File: config.mk
export PLATFORM = sky130hd
export DESIGN_NAME = snitch_ssr_lsu_arbiter
export DESIGN_NICKNAME = d
export VERILOG_FILES = /design/src/rtl/snitch_ssr_lsu_arb_pkg.sv /design/src/rtl/fifo_v3.sv /design/src/rtl/snitch_ssr_lsu_arbiter.sv
export SDC_FILE = /design/constraint.sdc
export NUM_CORES = 1
export LEC_CHECK = 0
export ABC_AREA = 0
export BUFFER_PORTS_ARGS = -buffer_cell sky130_fd_sc_hd__buf_4
export CORE_AREA = 2 2 273 275
export DETAILED_ROUTE_END_ITERATION = 8
export DIE_AREA = 0 0 275 277
export PLACE_DENSITY = 0.37
export SLEW_MARGIN = 20
export SYNTH_ARGS = -nofsm -noshare
export SYNTH_HDL_FRONTEND = slang
export SYNTH_SLANG_ARGS = --single-unit
File: constraint.sdc
create_clock -name clk_i -period 4.2 [get_ports clk_i]
set_input_delay 0.21 -clock clk_i [delete_from_list [all_inputs] [get_ports clk_i]]
set_output_delay 0.21 -clock clk_i [all_outputs]
set_load 0.01 [all_outputs]
File: src/rtl/snitch_ssr_lsu_arb_pkg.sv
// Shared types for the SSR-to-LSU arbiter.
// Provides the lane index width helper, a default lane index type and the
// LSU request/response structs used on both sides of the arbiter.
package snitch_ssr_lsu_arb_pkg;

  // Lane index width; a single-lane arbiter still needs one bit.
  function automatic int unsigned idx_width(input int unsigned num_req);
    return (num_req > 1) ? $clog2(num_req) : 1;
  endfunction

  localparam int unsigned DefaultNumReq = 3;
  localparam int unsigned IdxW          = idx_width(DefaultNumReq);

  typedef logic [IdxW-1:0] idx_t;

  // Request channel payload; len is the number of burst beats minus one.
  typedef struct packed {
    logic [31:0] addr;
    logic        q_write;
    logic [7:0]  len;
  } lsu_q_t;

  // Write data beat.
  typedef struct packed {
    logic [63:0] data;
    logic        s_last;
  } lsu_s_t;

  // Read data beat.
  typedef struct packed {
    logic [63:0] data;
    logic        l_last;
  } lsu_l_t;

  typedef struct packed {
    lsu_q_t q;
    logic   q_valid;
    lsu_s_t s;
    logic   s_valid;
    logic   l_ready;
  } lsu_req_t;

  typedef struct packed {
    lsu_l_t l;
    logic   q_ready;
    logic   s_ready;
    logic   l_valid;
  } lsu_rsp_t;

endpackage

File: src/rtl/fifo_v3.sv
// Small synchronous FIFO with optional fall-through.
// Ports:
//   clk_i, rst_ni      clock, asynchronous active-low reset
//   flush_i            drop all contents
//   testmode_i         unused, kept for interface compatibility
//   full_o, empty_o    occupancy flags
//   usage_o            current fill level (wraps to 0 when full at power-of-two depth)
//   data_i, push_i     write port
//   data_o, pop_i      read port (head element)
module fifo_v3 #(
  parameter bit          FALL_THROUGH = 1'b0,
  parameter int unsigned DATA_WIDTH   = 32,
  parameter int unsigned DEPTH        = 8,
  parameter type         dtype        = logic [DATA_WIDTH-1:0],
  parameter int unsigned ADDR_DEPTH   = (DEPTH > 1) ? $clog2(DEPTH) : 1
) (
  input  logic                  clk_i,
  input  logic                  rst_ni,
  input  logic                  flush_i,
  input  logic                  testmode_i,
  output logic                  full_o,
  output logic                  empty_o,
  output logic [ADDR_DEPTH-1:0] usage_o,
  input  dtype                  data_i,
  input  logic                  push_i,
  output dtype                  data_o,
  input  logic                  pop_i
);

  typedef logic [ADDR_DEPTH-1:0] ptr_t;
  typedef logic [ADDR_DEPTH:0]   cnt_t;

  ptr_t rd_q, rd_d, wr_q, wr_d;
  cnt_t cnt_q, cnt_d;
  dtype mem_q [DEPTH];

  assign full_o  = (cnt_q == cnt_t'(DEPTH));
  assign empty_o = (cnt_q == '0) && !(FALL_THROUGH && push_i);
  assign usage_o = cnt_q[ADDR_DEPTH-1:0];

  // Pointers wrap explicitly so non-power-of-two depths work.
  always_comb begin
    rd_d   = rd_q;
    wr_d   = wr_q;
    cnt_d  = cnt_q;
    data_o = mem_q[rd_q];
    if (flush_i) begin
      rd_d  = '0;
      wr_d  = '0;
      cnt_d = '0;
    end else begin
      if (push_i && !full_o) begin
        wr_d  = (wr_q == ptr_t'(DEPTH - 1)) ? '0 : ptr_t'(wr_q + 1'b1);
        cnt_d = cnt_t'(cnt_q + 1'b1);
      end
      if (pop_i && !empty_o) begin
        rd_d  = (rd_q == ptr_t'(DEPTH - 1)) ? '0 : ptr_t'(rd_q + 1'b1);
        cnt_d = cnt_t'(cnt_d - 1'b1);
      end
      // Fall-through: an empty FIFO passes data straight to the head.
      if (FALL_THROUGH && (cnt_q == '0) && push_i) begin
        data_o = data_i;
        if (pop_i) begin
          rd_d  = rd_q;
          wr_d  = wr_q;
          cnt_d = cnt_q;
        end
      end
    end
  end

  always_ff @(posedge clk_i or negedge rst_ni) begin
    if (!rst_ni) begin
      rd_q  <= '0;
      wr_q  <= '0;
      cnt_q <= '0;
      for (int i = 0; i < DEPTH; i++) mem_q[i] <= '0;
    end else begin
      rd_q  <= rd_d;
      wr_q  <= wr_d;
      cnt_q <= cnt_d;
      if (push_i && !full_o && !flush_i) mem_q[wr_q] <= data_i;
    end
  end

endmodule

File: src/rtl/snitch_ssr_lsu_arbiter.sv
// Shares one LSU port among NumReq SSR streamer lanes.
// The q channel is round-robin arbitrated and locked until accepted; the
// grant order is recorded in a read order queue (ROQ) and a write order
// queue (WOQ) so that s beats and l beats follow the lane that issued them.
// Ports:
//   clk_i, rst_ni  clock, asynchronous active-low reset
//   req_i / rsp_o  per-lane request / response
//   lsu_req_o      request towards the shared LSU
//   lsu_rsp_i      response from the shared LSU
module snitch_ssr_lsu_arbiter
  import snitch_ssr_lsu_arb_pkg::*;
#(
  parameter int unsigned NumReq               = 3,
  parameter int unsigned NumOutstandingLoads  = 4,
  parameter int unsigned NumOutstandingStores = 4,
  parameter type         lsu_req_t            = snitch_ssr_lsu_arb_pkg::lsu_req_t,
  parameter type         lsu_rsp_t            = snitch_ssr_lsu_arb_pkg::lsu_rsp_t
) (
  input  logic     clk_i,
  input  logic     rst_ni,
  input  lsu_req_t req_i [NumReq-1:0],
  output lsu_rsp_t rsp_o [NumReq-1:0],
  output lsu_req_t lsu_req_o,
  input  lsu_rsp_t lsu_rsp_i
);

  localparam int unsigned LaneIdxW = idx_width(NumReq);
  localparam int unsigned RoqAddrW = (NumOutstandingLoads > 1) ? $clog2(NumOutstandingLoads) : 1;
  localparam int unsigned WoqAddrW = (NumOutstandingStores > 1) ? $clog2(NumOutstandingStores) : 1;

  typedef logic [LaneIdxW-1:0] lane_idx_t;
  typedef logic [LaneIdxW:0]   cand_t;

  lane_idx_t rr_q, lock_idx_q, grant, roq_head, woq_head;
  logic      lock_q, grant_valid, q_valid, q_hs, grant_write;
  logic      roq_full, roq_empty, woq_full, woq_empty;
  logic      roq_push, woq_push, roq_pop, woq_pop;
  logic [RoqAddrW-1:0] roq_usage;
  logic [WoqAddrW-1:0] woq_usage;
  logic [NumReq-1:0]   eligible;
  cand_t     cand;

  // A full order queue masks the lane; a same-cycle pop does not free it.
  always_comb begin
    for (int i = 0; i < NumReq; i++) begin
      eligible[i] = req_i[i].q_valid && !(req_i[i].q.q_write ? woq_full : roq_full);
    end
  end

  // First eligible lane at or after the rr pointer; a pending grant wins outright.
  always_comb begin
    grant       = lock_idx_q;
    grant_valid = lock_q;
    cand        = '0;
    if (!lock_q) begin
      for (int off = 0; off < NumReq; off++) begin
        cand = cand_t'({1'b0, rr_q}) + cand_t'(off);
        if (cand >= cand_t'(NumReq)) cand = cand - cand_t'(NumReq);
        if (!grant_valid && eligible[cand[LaneIdxW-1:0]]) begin
          grant       = cand[LaneIdxW-1:0];
          grant_valid = 1'b1;
        end
      end
    end
  end

  // Reset forces the request side quiet even while lanes keep requesting.
  assign q_valid = rst_ni && grant_valid;
  assign q_hs    = q_valid && lsu_rsp_i.q_ready;

  always_comb begin
    lsu_req_o   = '0;
    grant_write = 1'b0;
    for (int i = 0; i < NumReq; i++) begin
      rsp_o[i]   = '0;
      rsp_o[i].l = lsu_rsp_i.l;
      if (lane_idx_t'(i) == grant) begin
        lsu_req_o.q       = req_i[i].q;
        grant_write       = req_i[i].q.q_write;
        rsp_o[i].q_ready  = q_valid && lsu_rsp_i.q_ready;
      end
      if (!woq_empty && (lane_idx_t'(i) == woq_head)) begin
        lsu_req_o.s       = req_i[i].s;
        lsu_req_o.s_valid = req_i[i].s_valid;
        rsp_o[i].s_ready  = lsu_rsp_i.s_ready;
      end
      if (!roq_empty && (lane_idx_t'(i) == roq_head)) begin
        rsp_o[i].l_valid  = lsu_rsp_i.l_valid;
        lsu_req_o.l_ready = req_i[i].l_ready;
      end
    end
    lsu_req_o.q_valid = q_valid;
  end

  assign roq_push = q_hs && !grant_write;
  assign woq_push = q_hs && grant_write;
  assign woq_pop  = lsu_req_o.s_valid && lsu_rsp_i.s_ready && lsu_req_o.s.s_last;
  assign roq_pop  = lsu_rsp_i.l_valid && lsu_req_o.l_ready && lsu_rsp_i.l.l_last;

  // The lock keeps q stable across LSU back-pressure.
  always_ff @(posedge clk_i or negedge rst_ni) begin
    if (!rst_ni) begin
      rr_q       <= '0;
      lock_q     <= 1'b0;
      lock_idx_q <= '0;
    end else begin
      lock_q <= q_valid && !lsu_rsp_i.q_ready;
      if (q_valid && !lsu_rsp_i.q_ready) lock_idx_q <= grant;
      if (q_hs) rr_q <= (grant == lane_idx_t'(NumReq - 1)) ? '0 : lane_idx_t'(grant + 1'b1);
    end
  end

  fifo_v3 #(
    .FALL_THROUGH (1'b0),
    .DEPTH        (NumOutstandingLoads),
    .dtype        (lane_idx_t)
  ) i_roq (
    .clk_i      (clk_i),
    .rst_ni     (rst_ni),
    .flush_i    (1'b0),
    .testmode_i (1'b0),
    .full_o     (roq_full),
    .empty_o    (roq_empty),
    .usage_o    (roq_usage),
    .data_i     (grant),
    .push_i     (roq_push),
    .data_o     (roq_head),
    .pop_i      (roq_pop)
  );

  fifo_v3 #(
    .FALL_THROUGH (1'b0),
    .DEPTH        (NumOutstandingStores),
    .dtype        (lane_idx_t)
  ) i_woq (
    .clk_i      (clk_i),
    .rst_ni     (rst_ni),
    .flush_i    (1'b0),
    .testmode_i (1'b0),
    .full_o     (woq_full),
    .empty_o    (woq_empty),
    .usage_o    (woq_usage),
    .data_i     (grant),
    .push_i     (woq_push),
    .data_o     (woq_head),
    .pop_i      (woq_pop)
  );

  // A non-empty queue has a non-zero usage unless it is exactly full.
  assert property (@(posedge clk_i) disable iff (!rst_ni) lock_q |-> $stable(lsu_req_o.q));
  assert property (@(posedge clk_i) disable iff (!rst_ni) roq_pop |-> ((roq_usage != '0) || roq_full));
  assert property (@(posedge clk_i) disable iff (!rst_ni) woq_pop |-> ((woq_usage != '0) || woq_full));
  assert property (@(posedge clk_i) disable iff (!rst_ni) lsu_rsp_i.l_valid |-> !roq_empty);

endmodule

==> results of run 1 <==
## final timing paths
kind	startpoint	to	slack, ns	depth (start not counted)
setup reg to reg	i_roq.cnt_q[0]$_DFF_PN0_	i_roq.cnt_q[1]$_DFF_PN0_	0.37	13
max in group asynchronous	rst_ni	i_woq.wr_q[1]$_DFFE_PN0P_	3.40	2
setup / recovery	i_roq.cnt_q[0]$_DFF_PN0_	lsu_req_o[79]	0.26	13
min in group asynchronous	rst_ni	i_roq.cnt_q[0]$_DFF_PN0_	0.44	2
hold / removal	lsu_rsp_i[2]	lock_q$_DFF_PN0_	0.13	2
hold reg to reg	i_roq.mem_q[7]$_DFFE_PN0P_	i_roq.mem_q[7]$_DFFE_PN0P_	0.49	1
## logic make-up after synthesis
family | after synthesis | share of synthesized area
buffers and inverters | 276 | 0.282
and+or+nand+nor | 233 | 0.164
AOI/OAI and AO/OA | 141 | 0.131
muxes | 140 | 0.232
DFF | 35 | 0.138
adders and majority gates | 19 | 0.0375
xor gates and xnor gates | 8 | 0.0154
## what timing repair did
action | CTS | global route
endpoints found under the setup margin | 0 | 35
hold buffers | 1 | 0
setup buffers | 0 | 1
endpoints found under the hold margin | 35 | 0
resized for setup | 0 | 1
## area by class of cell
type                       instances  area (um2)  area share
multi-input combinational        541        3720       0.384
timing repair buffer             470        3590       0.371
tap                              969        1210       0.125
sequential                        35         876      0.0905
clock buffer                       5         125      0.0129
inverter                          29         109      0.0112
clock inverter                     3        43.8     0.00452
antenna                            1        2.50    0.000258
## stage by stage
step | power [uW] | hold WS (ns) | util | cell area [um2]
floorplan | 4690 | -0.0856 | - | 6340
global placement | 7760 | 0.220 | 0.129 | 9490
detailed placement | 7740 | 0.227 | 0.129 | 9490
CTS | 8210 | 0.124 | 0.131 | 9670
global route | 8810 | 0.122 | 0.132 | 9680
finish | 8090 | 0.134 | 0.132 | 9680
## power breakdown
group / switching, uW / internal [uW] / leakage (uW)
logic: 3860 / 3180 / 0.00399
clock network: 149 / 280 / 0.0000838
registers: 130 / 494 / 0.000423
total: 4140 / 3950 / 0.00450
## routing by layer
layer	global-route usage	share of wire	up-vias	wire length, um
li1	-	-	3118	-
met1	0.0900	0.34	2988	13000
met2	0.173	0.50	601	19200
met3	0.0425	0.13	36	5040
met4	0.0274	0.027	6	1050
met5	0.000642	0.00089	-	34
## flip-flops by register name (all words and copies together) (netlist names)
| name | count |
|---|---|
| i_roq.cnt_q | 3 |
| i_woq.rd_q | 2 |
| lock_idx_q | 2 |
| i_woq.wr_q | 2 |
| i_roq.mem_q | 8 |
| i_roq.rd_q | 2 |
| lock_q | 1 |
| i_woq.mem_q | 8 |
| i_woq.cnt_q | 3 |
| i_roq.wr_q | 2 |
| rr_q | 2 |
## Yosys cell counts, types with 5 or more instances
| cell | instances |
|---|---|
| sky130_fd_sc_hd__nor2_1 | 135 |
| sky130_fd_sc_hd__clkbuf_1 | 33 |
| sky130_fd_sc_hd__mux2i_1 | 118 |
| sky130_fd_sc_hd__ha_1 | 19 |
| sky130_fd_sc_hd__nand2_1 | 50 |
| sky130_fd_sc_hd__o21ai_0 | 43 |
| sky130_fd_sc_hd__buf_2 | 6 |
| sky130_fd_sc_hd__buf_1 | 9 |
| sky130_fd_sc_hd__a21oi_1 | 68 |
| sky130_fd_sc_hd__inv_1 | 29 |
| sky130_fd_sc_hd__buf_4 | 199 |
| sky130_fd_sc_hd__mux2_1 | 9 |
| sky130_fd_sc_hd__nor2b_1 | 10 |
| sky130_fd_sc_hd__xnor2_1 | 5 |
| sky130_fd_sc_hd__dfrtp_1 | 35 |
| sky130_fd_sc_hd__o211ai_1 | 8 |
| sky130_fd_sc_hd__mux2_2 | 9 |
## placed cells by master (no fill, tap or decap), types with 8 or more instances in the layout
cell type and count:
sky130_fd_sc_hd__buf_4 464, sky130_fd_sc_hd__nor2b_1 8, sky130_fd_sc_hd__inv_1 29, sky130_fd_sc_hd__mux2_1 9, sky130_fd_sc_hd__a21oi_1 68, sky130_fd_sc_hd__mux2i_1 118
sky130_fd_sc_hd__o211ai_1 8, sky130_fd_sc_hd__dfrtp_1 35, sky130_fd_sc_hd__o21ai_0 43, sky130_fd_sc_hd__ha_1 19, sky130_fd_sc_hd__mux2_2 9, sky130_fd_sc_hd__nand2_1 50
sky130_fd_sc_hd__nor2_1 135
## critical path: stages, from the launching register on
cell and delay (ns):
sky130_fd_sc_hd__dfrtp_1 0.37, sky130_fd_sc_hd__inv_1 0.08, sky130_fd_sc_hd__ha_1 0.26, sky130_fd_sc_hd__a21oi_1 0.25
sky130_fd_sc_hd__o21ai_2 0.14, sky130_fd_sc_hd__o31ai_1 0.35, sky130_fd_sc_hd__or4b_4 0.54, sky130_fd_sc_hd__nand3_4 0.16
sky130_fd_sc_hd__buf_12 0.31, sky130_fd_sc_hd__and2_2 0.32, sky130_fd_sc_hd__buf_12 0.21, sky130_fd_sc_hd__nand2_1 0.07
sky130_fd_sc_hd__o21ai_0 0.15, sky130_fd_sc_hd__buf_4 0.19
==> out/metrics.sh, run 1 <==
DP_HPWL_MM=33.5
WORST_EP_ARRIVAL_TIME_NS=3.73
REPORT.FINAL.HOLD_VIOL_COUNT=0
YOSYSWARNINGCOUNT=0
DR.PASS1.ITERS=4
WORSTPATHREQUIRED_NS=3.99
SYNTH_AREA_PER_CELL_UM2=7.45
SYNTH_CELL_TYPE_COUNT=54
PLACED_CELLS=2042
SYN2LAYOUT_AREA_GROWTH_PCT=52.6
PLACEMENT_ROWS=100
DIE_H_UM=277
MAXIMUM_RESISTIVE_DROP_ON_VDD_mV=0.458
FMAX_MHz=253
GRT_OVERFLOW=0
POST_LAYOUT_NET_COUNT=1498
SYNTH-EDFF-COUNT=0
CLKSINKCOUNT=35
AVGROUTEDWIREPERCELL_UM=18.7
CELL_TAKING_THE_MOST_AREA_AFTER_SYNTHESIS='sky130_fd_sc_hd__buf_4'
SYNTH-SEQ-CELLS=35
STARTING_UTILIZATION_OF_THE_CORE_AREA=0.0862
CLKLATENCYLATEPIN_NS=0.28
TIGHTESTPINTRANSITION_NS=0.886
SYNTH.TOP_CELL.AREA_SHARE=0.235
GLOBAL_ROUTE_WIRE_LENGTH_BEFORE_REPAIR_MM=50.1
TIMING.CRITICAL_PATH.TO_TYPE='primary output'
DIEWIDTH_UM=275
SYNTHFLOPTYPE='sky130_fd_sc_hd__dfrtp_1'
POST-ROUTE-DRC-COUNT=0
STATUS='finished, final reports clean'
CRIT_TYPE='register to primary output'
MAX_CAP_VIOLATIONS=0
NUM-FILL-CELLS=8531
FINALWORSTPATHREQUIREDPERIOD_NS=3.94
GRT_ANTENNA_BEFORE_REPAIR=8
GRTUSAGETOTAL=0.0928
VIA_PER_INST=3.29
YOSYS-TOP-CELLS-AREA='sky130_fd_sc_hd__buf_4 (24%), sky130_fd_sc_hd__mux2i_1 (19%), sky130_fd_sc_hd__dfrtp_1 (14%), sky130_fd_sc_hd__nor2_1 (8.0%), sky130_fd_sc_hd__a21oi_1 (5.4%)'
SHARE_OF_FINAL_LAYOUT_STANDARD_CELLS_STRONGER_THAN_DRIVE_STRENGTH_1=0.471
ANTENNA_VIOLATING_NETS_POST_ROUTE=0
SETUP_SLACK_NS=0.255
FINALSETUPTNS_NS=0
NETLIST_AREA_UM2=6340
H-TREE-DEPTH=2
BOUNDARYPINS=710
HOLD_PATH_CLASS='input port to register'
VIAS=6749
WORSTSETUPSTARTPOINTTYPE='register'
GP_CONGESTION=0.848
TIMING.CRITICAL_PATH.FANOUT_MAX=44
SYNTH_SEQ_AREA_SHARE=0.138
ASYNC_FLOP_SHARE=1.00
SYN-NUM-NETS=1268
CTS-ROOT-BUF='sky130_fd_sc_hd__clkbuf_16'
TRITONCTS.NUM_BUFFERS=5
NUMBER_OF_DESIGN_RULE_VIOLATIONS_LEFT_BY_THE_FIRST_DETAILED_ROUTER_ITERATION=204
DETAIL_ROUTE.WIRELENGTH_MM=38.3
PIN_COUNT_OF_THE_BIGGEST_NET_ENTERING_GLOBAL_ROUTING=50
MAXSLEWVIOLCOUNT=0
FINALCRITPERIODSHARE=0.939
SETUP-VIOLATIONS-FINAL=0
CORE-AREA_UM2=73600
POST_LAYOUT_NONFILLER_INSTANCES=2053
PLACEMENT.SETUP.WORST_SLACK_NS=0.362
WORST_SLEW_MARGIN_REL=0.410
CLK_PIN_SLEW_NS=0.06
TOTAL_LEAKAGE_POWER_uW=0.00450
SYNTH_INSTANCES=852
CLOCK_PATH_BUFFERS=2
UNREPAIRED_SETUP_ENDPOINTS_AFTER_GLOBAL_ROUTING='false'
POWER_DENSITY_nW_PER_UM2=835
SKEW_NS=0.00507
DESIGN.DIE.AREA_UM2=76200
PLACE.PORT_BUFFERS=453
VIA_COUNT_OF_THE_FIRST_GLOBAL_ROUTING_PASS=6961
CLOCK_TREE_FROM_TRITONCTS='yes'
(Power assumes the default switching activity.)
==> run 2, diff against run 1 <==
--- a/config.mk
+++ b/config.mk
@@ -7,9 +7,9 @@
 export LEC_CHECK = 0
 export ABC_AREA = 0
 export BUFFER_PORTS_ARGS = -buffer_cell sky130_fd_sc_hd__buf_4
-export CORE_AREA = 2 2 273 275
+export CORE_AREA = 2 2 277 279
 export DETAILED_ROUTE_END_ITERATION = 8
-export DIE_AREA = 0 0 275 277
+export DIE_AREA = 0 0 279 281
 export PLACE_DENSITY = 0.37
 export SLEW_MARGIN = 20
 export SYNTH_ARGS = -nofsm -noshare
==> run 2 against run 1 <==
Effect of this change: combinational power fell by 3.1%; first-iteration DRC count is 25% higher; critical path depth did not move; sequential power rose by 1%; largest cell class unchanged; worst hold slack about the same; clock power shrank 14%; power down 3.2%.
==> out/metrics.sh, run 2 (same netlist as run 1, synthesis figures left out) <==
GLOBAL_ROUTE_WIRE_LENGTH_BEFORE_REPAIR_MM=48.1  # -4.0%
PLACEMENT_ROWS=101  # +1.0%
MAXIMUM_RESISTIVE_DROP_ON_VDD_mV=0.563  # +23%
POST_LAYOUT_NONFILLER_INSTANCES=2065  # +0.58%
VIA_COUNT_OF_THE_FIRST_GLOBAL_ROUTING_PASS=6901  # -0.86%
DIEWIDTH_UM=279  # +1.5%
ANTENNA_VIOLATING_NETS_POST_ROUTE=0  # unchanged
STARTING_UTILIZATION_OF_THE_CORE_AREA=0.0841  # -0.00214
GRT_ANTENNA_BEFORE_REPAIR=8  # unchanged
PLACED_CELLS=2053  # +0.54%
FINALWORSTPATHREQUIREDPERIOD_NS=3.82  # -0.121 ns
CRIT_TYPE='register to primary output'
DIE_H_UM=281  # +1.4%
GRTUSAGETOTAL=0.0858  # -0.00699
GRT_OVERFLOW=0  # unchanged
FMAX_MHz=261  # +3.2%
H-TREE-DEPTH=2  # unchanged
SETUP-VIOLATIONS-FINAL=0  # unchanged
SHARE_OF_FINAL_LAYOUT_STANDARD_CELLS_STRONGER_THAN_DRIVE_STRENGTH_1=0.471  # about the same
TOTAL_LEAKAGE_POWER_uW=0.00448  # -0.36%
TIMING.CRITICAL_PATH.FANOUT_MAX=28  # -36%
MAX_CAP_VIOLATIONS=0  # unchanged
REG2REG_SETUP_SLACK_NS=0.41  # +0.04 ns
DR.PASS1.ITERS=4  # unchanged
TRITONCTS.NUM_BUFFERS=5  # unchanged
DP_HPWL_MM=32.1  # -4.1%
CLOCK_TREE_FROM_TRITONCTS='yes'
WORST_EP_ARRIVAL_TIME_NS=3.61  # -0.12 ns
UNREPAIRED_SETUP_ENDPOINTS_AFTER_GLOBAL_ROUTING='false'
FINALSETUPTNS_NS=0  # unchanged
REG_TOP3='i_roq.mem_q: 8 flops, i_woq.mem_q: 8 flops'
POST_LAYOUT_NET_COUNT=1500  # +0.13%
FINALCRITPERIODSHARE=0.911  # -0.0287
STATUS='finished, final reports clean'
LAYOUT_COMMONEST_CELL='sky130_fd_sc_hd__buf_4'
PLACE.PORT_BUFFERS=453  # unchanged
CRITPATHBUFINV=4  # unchanged
TIMING.CRITICAL_PATH.TO_TYPE='primary output'
CTS-ROOT-BUF='sky130_fd_sc_hd__clkbuf_16'
CLOCK_PATH_BUFFERS=2  # unchanged
SKEW_NS=0.00561  # +0.000539 ns
CLKLATENCYLATEPIN_NS=0.28  # about the same
HOLD_PATH_CLASS='input port to register'
TIGHTESTPINTRANSITION_NS=0.890  # +0.00420 ns
PIN_COUNT_OF_THE_BIGGEST_NET_ENTERING_GLOBAL_ROUTING=65  # +30%
VIAS=6704  # -0.67%
AVGROUTEDWIREPERCELL_UM=17.5  # -6.5%
MAXSLEWVIOLCOUNT=0  # unchanged
DESIGN.DIE.AREA_UM2=78400  # +2.9%
NUMBER_OF_DESIGN_RULE_VIOLATIONS_LEFT_BY_THE_FIRST_DETAILED_ROUTER_ITERATION=256  # +25%
TIMING.CRITICAL_PATH.SLOWEST_CELL_DELAY_NS=0.55  # about the same
SYN2LAYOUT_AREA_GROWTH_PCT=52.1
CLKSINKCOUNT=35  # unchanged
POWER_DENSITY_nW_PER_UM2=811  # -2.9%
CP_SLOWEST_CELL='sky130_fd_sc_hd__or4b_4'
CRIT_PATH_CELL_TRACE='inv_1 > ha_1 > a21oi_1 > o21ai_2 > o31ai_1 > or4b_4 > nand3_4 > buf_6 > and2_1 > buf_4 > nand2_1 > o21ai_0 > buf_4'
WORSTPATHREQUIRED_NS=3.99  # about the same
WORSTSETUPSTARTPOINTTYPE='register'
CRITICAL_PATH.MOST_COMMON_CELL='sky130_fd_sc_hd__buf_4'
FINAL_CELL_MIX='sky130_fd_sc_hd__buf_4 (467), sky130_fd_sc_hd__nor2_1 (135), sky130_fd_sc_hd__mux2i_1 (118), sky130_fd_sc_hd__a21oi_1 (68), sky130_fd_sc_hd__nand2_1 (50)'
REPORT.FINAL.HOLD_VIOL_COUNT=0  # unchanged
CORE-AREA_UM2=75400  # +2.5%
VIA_PER_INST=3.25  # -1.2%
BOUNDARYPINS=710  # unchanged
CRITICAL-PATH-TOP-DELAY-FAMILY='simple AND/OR/NAND/NOR gates'
DETAIL_ROUTE.WIRELENGTH_MM=36.1  # -6.0%
POST-ROUTE-DRC-COUNT=0  # unchanged
GP_CONGESTION=0.866  # +2.1%
WORST_SLEW_MARGIN_REL=0.407  # -0.00280
CLK_PIN_SLEW_NS=0.06  # about the same
## run 2: changes by cell type in the layout (fill, tap and decap cells not counted), moves of 2 or more
cell,delta
sky130_fd_sc_hd__buf_12,-3
sky130_fd_sc_hd__buf_4,+3
sky130_fd_sc_hd__buf_6,+2
sky130_fd_sc_hd__clkinvlp_4,+2
## run 2: path summary, 6_finish.rpt
path | startpoint | endpoint | depth (start not counted)
max in group asynchronous | rst_ni | i_woq.cnt_q[1]$_DFF_PN0_ | 2
min in group asynchronous | rst_ni | i_roq.wr_q[0]$_DFFE_PN0P_ | 2
setup reg to reg | i_roq.cnt_q[0]$_DFF_PN0_ | i_roq.cnt_q[1]$_DFF_PN0_ | 13
hold reg to reg | i_roq.mem_q[5]$_DFFE_PN0P_ | i_roq.mem_q[5]$_DFFE_PN0P_ | 1
setup / recovery | i_roq.cnt_q[0]$_DFF_PN0_ | lsu_req_o[68] | 13
hold / removal | lsu_rsp_i[2] | lock_q$_DFF_PN0_ | 2
## run 2: area by class of cell
| class | count | area [um2] |
|---|---|---|
| Clock inverter | 3 | 20.0 |
| Clock buffer | 5 | 125 |
| Antenna cell | 2 | 5.00 |
| Sequential cell | 35 | 876 |
| Multi-Input combinational cell | 541 | 3720 |
| Inverter | 29 | 109 |
| Fill cell | 8717 | 65800 |
| Timing Repair Buffer | 472 | 3580 |
| Tap cell | 978 | 1220 |
## run 2: timing repair
| action | in CTS | in global routing |
|---|---|---|
| endpoints found under the setup margin | 0 | 41 |
| buffers inserted | 0 | 1 |
| hold buffers | 1 | 0 |
| resized for setup | 0 | 2 |
| endpoints found under the hold margin | 35 | 0 |
## run 2: power by group
group | switching [uW] | leakage, uW | total, uW | internal, uW
clock | 152 | 0.0000658 | 371 | 219
sequential | 139 | 0.000423 | 632 | 494
combinational | 3690 | 0.00399 | 6820 | 3130
## run 2: worst reg2reg max path, delay by kind of cell (launching register included)
kind / cells / cell delay (ns)
AOI/OAI and AO/OA: 5 / 1.34
xor gates and xnor gates: 1 / 0.18
adders and majority gates: 2 / 0.55
buffers and inverters: 2 / 0.12
DFF: 1 / 0.37
and+or+nand+nor: 3 / 1.14
## run 2: metal layers
layer / global-route usage / part of all wire / routed length, um
met5: 0.00250 / 0.00036 / 13
met3: 0.0486 / 0.15 / 5260
met2: 0.146 / 0.46 / 16700
met1: 0.0803 / 0.32 / 11700
met4: 0.0514 / 0.066 / 2360
## run 2: through the flow
step	power [uW]	utilization	area [um2]	worst slack [ns]	hold slack, ns
2_1_floorplan	4690	-	6340	0.777	-0.0856
3_3_place_gp	7550	0.126	9480	0.457	0.223
3_5_place_dp	7530	0.126	9480	0.379	0.226
4_1_cts	7940	0.128	9630	0.110	0.131
5_1_grt	8560	0.128	9650	0.0419	0.141
6_report	7830	0.128	9650	0.376	0.134
==> run 3, diff against run 2 <==
--- a/config.mk
+++ b/config.mk
@@ -5,12 +5,12 @@
 export SDC_FILE = /design/constraint.sdc
 export NUM_CORES = 1
 export LEC_CHECK = 0
-export ABC_AREA = 0
+export ABC_AREA = 1
 export BUFFER_PORTS_ARGS = -buffer_cell sky130_fd_sc_hd__buf_4
-export CORE_AREA = 2 2 277 279
+export CORE_AREA = 2 2 280 282
 export DETAILED_ROUTE_END_ITERATION = 8
-export DIE_AREA = 0 0 279 281
-export PLACE_DENSITY = 0.37
+export DIE_AREA = 0 0 282 284
+export PLACE_DENSITY = 0.36
 export SLEW_MARGIN = 20
 export SYNTH_ARGS = -nofsm -noshare
 export SYNTH_HDL_FRONTEND = slang
==> run 3 against run 2 <==
Effect of this change: worst hold slack improved by 0.023 ns; first-iteration DRC count up 32%; maximum frequency about the same; power rose by 18%; register-to-register slack better by 0.07 ns; combinational power is 19% higher; synthesized cell count rose by 18%; core utilization fell by 0.48 points; synthesized area down 3.8%; critical path type unchanged; critical endpoint is now lsu_req_o[83]; largest cell class is now buffers.
==> out/metrics.sh, run 3 <==
CLKLATENCYLATEPIN_NS=0.28  # about the same
DIE_H_UM=284  # +1.1%
TIMING.CRITICAL_PATH.TO_TYPE='primary output'
YOSYSWARNINGCOUNT=0  # unchanged
REG_TOP3='i_roq.mem_q: 8 flops, i_woq.mem_q: 8 flops'
NUMBER_OF_GATES_RESIZED_AFTER_CTS=0  # unchanged
STDCELL_AREA_UM2=9480  # -1.8%
SYNTHFLOPTYPE='sky130_fd_sc_hd__dfrtp_1'
SYNTH-SEQ-CELLS=35  # unchanged
SYNTH-EDFF-COUNT=0  # unchanged
WORST_SLEW_MARGIN_REL=0.562  # +0.155
POWER_DENSITY_nW_PER_UM2=973  # +20%
GRTUSAGETOTAL=0.0804  # -0.00546
GP_CONGESTION=0.931  # +7.5%
SHARE_OF_FINAL_LAYOUT_STANDARD_CELLS_STRONGER_THAN_DRIVE_STRENGTH_1=0.396  # -0.0748
ASYNC_FLOP_SHARE=1.00  # unchanged
LAYOUT_COMMONEST_CELL='sky130_fd_sc_hd__buf_4'
SYNTH_CELL_TYPE_COUNT=34  # -37%
HOLD_START='lsu_rsp_i[2]'
BOUNDARYPINS=710  # unchanged
CORE-AREA_UM2=77000  # +2.0%
FINALCRITPERIODSHARE=0.910  # about the same
GRT-BUSIEST-LAYER='met2'
GR-USAGE-MET3=0.0280  # -0.0206
POST_LAYOUT_NET_COUNT=1657  # +10%
SYNTH_COMMON_CELLS='sky130_fd_sc_hd__nand2_1 (283), sky130_fd_sc_hd__buf_4 (197), sky130_fd_sc_hd__inv_1 (183)'
TIMING.CRITICAL_PATH.FANOUT_MAX=40  # +43%
H-TREE-DEPTH=2  # unchanged
AVGROUTEDWIREPERCELL_UM=15.2  # -13%
CLOCK_TREE_FROM_TRITONCTS='yes'
FINAL_CELL_MIX='sky130_fd_sc_hd__buf_4 (458), sky130_fd_sc_hd__nand2_1 (283), sky130_fd_sc_hd__inv_1 (182), sky130_fd_sc_hd__nand3_1 (74), sky130_fd_sc_hd__o221ai_1 (66)'
FMAX_MHz=262  # about the same
MET2_USAGE=0.139  # -0.00697
VIA_COUNT_OF_THE_FIRST_GLOBAL_ROUTING_PASS=7337  # +6.3%
VIAS=7224  # +7.8%
CRIT_TYPE='register to primary output'
ANTENNA_VIOLATING_NETS_POST_ROUTE=0  # unchanged
YOSYS-TOP-CELLS-AREA='sky130_fd_sc_hd__buf_4 (24%), sky130_fd_sc_hd__nand2_1 (17%), sky130_fd_sc_hd__dfrtp_1 (14%), sky130_fd_sc_hd__inv_1 (11%), sky130_fd_sc_hd__o221ai_1 (9.5%)'
FIN_UTIL=0.123  # -0.00479
FINALWORSTPATHREQUIREDPERIOD_NS=3.82  # -0.000804 ns
SYNTH_MOST_COMMON_CELL='sky130_fd_sc_hd__nand2_1'
NETLIST_AREA_UM2=6100  # -3.8%
TIGHTESTPINTRANSITION_NS=0.656  # -0.234 ns
DETAIL_ROUTE.WIRELENGTH_MM=34.7  # -3.9%
TIMING.RR.END='i_roq.cnt_q[2]$_DFF_PN0_'
REPORT.FINAL.HOLD_VIOL_COUNT=0  # unchanged
PLACE.PORT_BUFFERS=453  # unchanged
PLACED_AREA_UM2=9270  # -2.2%
WORST_HOLD_PATH_ENDPOINT='lock_q$_DFF_PN0_'
MAX_CAP_VIOLATIONS=0  # unchanged
WORSTPATHREQUIRED_NS=3.99  # about the same
STARTING_UTILIZATION_OF_THE_CORE_AREA=0.0793  # -0.00482
HOLD_PATH_CLASS='input port to register'
NUMBER_OF_DESIGN_RULE_VIOLATIONS_LEFT_BY_THE_FIRST_DETAILED_ROUTER_ITERATION=338  # +32%
PIN_COUNT_OF_THE_BIGGEST_NET_ENTERING_GLOBAL_ROUTING=66  # +1.5%
UNREPAIRED_SETUP_ENDPOINTS_AFTER_GLOBAL_ROUTING='false'
DR.PASS1.ITERS=5  # +1
GRT_USE_MET1=0.0877  # +0.00740
STATUS='finished, final reports clean'
SYN2LAYOUT_AREA_GROWTH_PCT=55.4
MAXSLEWVIOLCOUNT=0  # unchanged
TRITONCTS.NUM_BUFFERS=5  # unchanged
PLACEMENT_ROWS=102  # +0.99%
CELL_TAKING_THE_MOST_AREA_AFTER_SYNTHESIS='sky130_fd_sc_hd__buf_4'
MAXIMUM_RESISTIVE_DROP_ON_VDD_mV=0.681  # +21%
FINALSETUPTNS_NS=0  # unchanged
SYNTH_SEQ_AREA_SHARE=0.144  # +0.00552
SYNTH_INSTANCES=1005  # +18%
DESIGN.DIE.AREA_UM2=80100  # +2.2%
GRT_OVERFLOW=0  # unchanged
GLOBAL_ROUTE_WIRE_LENGTH_BEFORE_REPAIR_MM=47.9  # -0.52%
CLOCK_PATH_BUFFERS=2  # unchanged
RR_STARTPOINT='i_woq.cnt_q[0]$_DFF_PN0_'
SYN-NUM-NETS=1421  # +12%
SKEW_NS=0.00418  # -0.00143 ns
WORSTSETUPSTARTPOINTTYPE='register'
WORST_EP_ARRIVAL_TIME_NS=3.61  # about the same
CLK_PIN_SLEW_NS=0.05  # about the same
DIEWIDTH_UM=282  # +1.1%
CTS-ROOT-BUF='sky130_fd_sc_hd__clkbuf_16'
SETUP-VIOLATIONS-FINAL=0  # unchanged
POST-ROUTE-DRC-COUNT=0  # unchanged
DP_HPWL_MM=30.4  # -5.5%
TOTAL_LEAKAGE_POWER_uW=0.00500  # +11%
GRT_ANTENNA_BEFORE_REPAIR=7  # -1
HOLD-PATH-CELL-COUNT=2  # unchanged
CLKSINKCOUNT=35  # unchanged
RR_WORST_DEPTH=20  # +7
REG2REG_SETUP_SLACK_NS=0.48  # +0.07 ns
VIA_PER_INST=3.16  # -2.6%
SYNTH_AREA_PER_CELL_UM2=6.07  # -18%
SYNTH.TOP_CELL.AREA_SHARE=0.242  # +0.00696
==> run 3: cell count changes in the layout (fill, tap and decap cells not counted), sizes merged, moves of 66 or more <==
cell and delta:
inv +156, nand2 +239, o221ai +66, mux2i -118, nor2 -101, nand3 +77
==> run 3: per-layer routing <==
layer / vias to the layer above / routed length (um) / share of wire
met5: - / 102 / 0.0029
met4: 11 / 1490 / 0.043
met3: 98 / 3350 / 0.097
met2: 392 / 16700 / 0.48
met1: 3278 / 13000 / 0.37
li1: 3445 / - / -
==> run 3: kinds of logic (layout without fill, tap and decap cells) <==
family,after synthesis,after routing,synth area share
compound gates,107,107,0.133
flops,35,35,0.144
other cells,0,2,0
simple gates,424,424,0.300
xor+xnor,3,3,0.00431
fa+ha+maj,19,19,0.0390
buf+inv,417,654,0.380
==> run 3: layout make-up <==
| type | count | area (um2) |
|---|---|---|
| inverters | 185 | 694 |
| clock inverters | 2 | 60.1 |
| well taps | 1040 | 1300 |
| repair buffers | 461 | 3490 |
| flip-flops and latches | 35 | 876 |
| multi-input cells | 553 | 2920 |
| fillers | 9059 | 67500 |
| clock buffers | 6 | 129 |
| diodes | 2 | 5.00 |
==> run 3: stage by stage <==
step	hold WS [ns]	total power [uW]	setup slack, ns	std cells
after floorplan	-0.0856	5000	1.20	1005
after global placement	0.217	8880	0.679	2273
after detailed placement	0.218	8890	0.542	2273
after CTS	0.152	9420	0.365	2282
after global routing	0.171	10000	0.0762	2283
final	0.157	9230	0.377	2284
==> run 3: worst max path at each step <==
stage	cells after the start	slack [ns]	from	endpoint
2_1_floorplan	23	1.20	i_woq.cnt_q[0]$_DFF_PN0_	i_woq.cnt_q[2]$_DFF_PN0_
3_3_place_gp	23	0.68	i_woq.cnt_q[0]$_DFF_PN0_	i_woq.cnt_q[2]$_DFF_PN0_
3_5_place_dp	19	0.54	i_woq.cnt_q[0]$_DFF_PN0_	i_roq.cnt_q[2]$_DFF_PN0_
4_1_cts	17	0.37	rr_q[0]$_DFFE_PN0N_	lsu_req_o[72]
5_1_grt	16	0.08	i_woq.cnt_q[0]$_DFF_PN0_	lsu_req_o[72]
6_report	16	0.38	i_woq.cnt_q[0]$_DFF_PN0_	lsu_req_o[83]
==> run 3: timing repair <==
| action | 4_1_cts | 5_1_grt |
|---|---|---|
| hold buffers | 1 | 0 |
| hold endpoints to repair | 35 | 0 |
| endpoints found under the setup margin | 0 | 0 |
| setup buffers | 0 | 0 |
==> run 3: power by group <==
group	total, uW	internal, uW	switching [uW]
Combinational	8100	3290	4810
Clock	483	340	142
Sequential	641	499	143
==> run 3: critical path, cell delays in order (launching register included) <==
cell and delay (ns):
sky130_fd_sc_hd__dfrtp_1 0.41, sky130_fd_sc_hd__inv_1 0.12, sky130_fd_sc_hd__ha_1 0.29, sky130_fd_sc_hd__nand3_1 0.17, sky130_fd_sc_hd__nand4_1 0.16, sky130_fd_sc_hd__nand3_1 0.12
sky130_fd_sc_hd__nand2_2 0.14, sky130_fd_sc_hd__nand3_2 0.10, sky130_fd_sc_hd__nand2_1 0.12, sky130_fd_sc_hd__o21ai_1 0.09, sky130_fd_sc_hd__nand2_1 0.49, sky130_fd_sc_hd__nand2_1 0.18
sky130_fd_sc_hd__inv_1 0.08, sky130_fd_sc_hd__buf_4 0.38, sky130_fd_sc_hd__nand2_1 0.09, sky130_fd_sc_hd__nand3_1 0.18, sky130_fd_sc_hd__buf_4 0.16
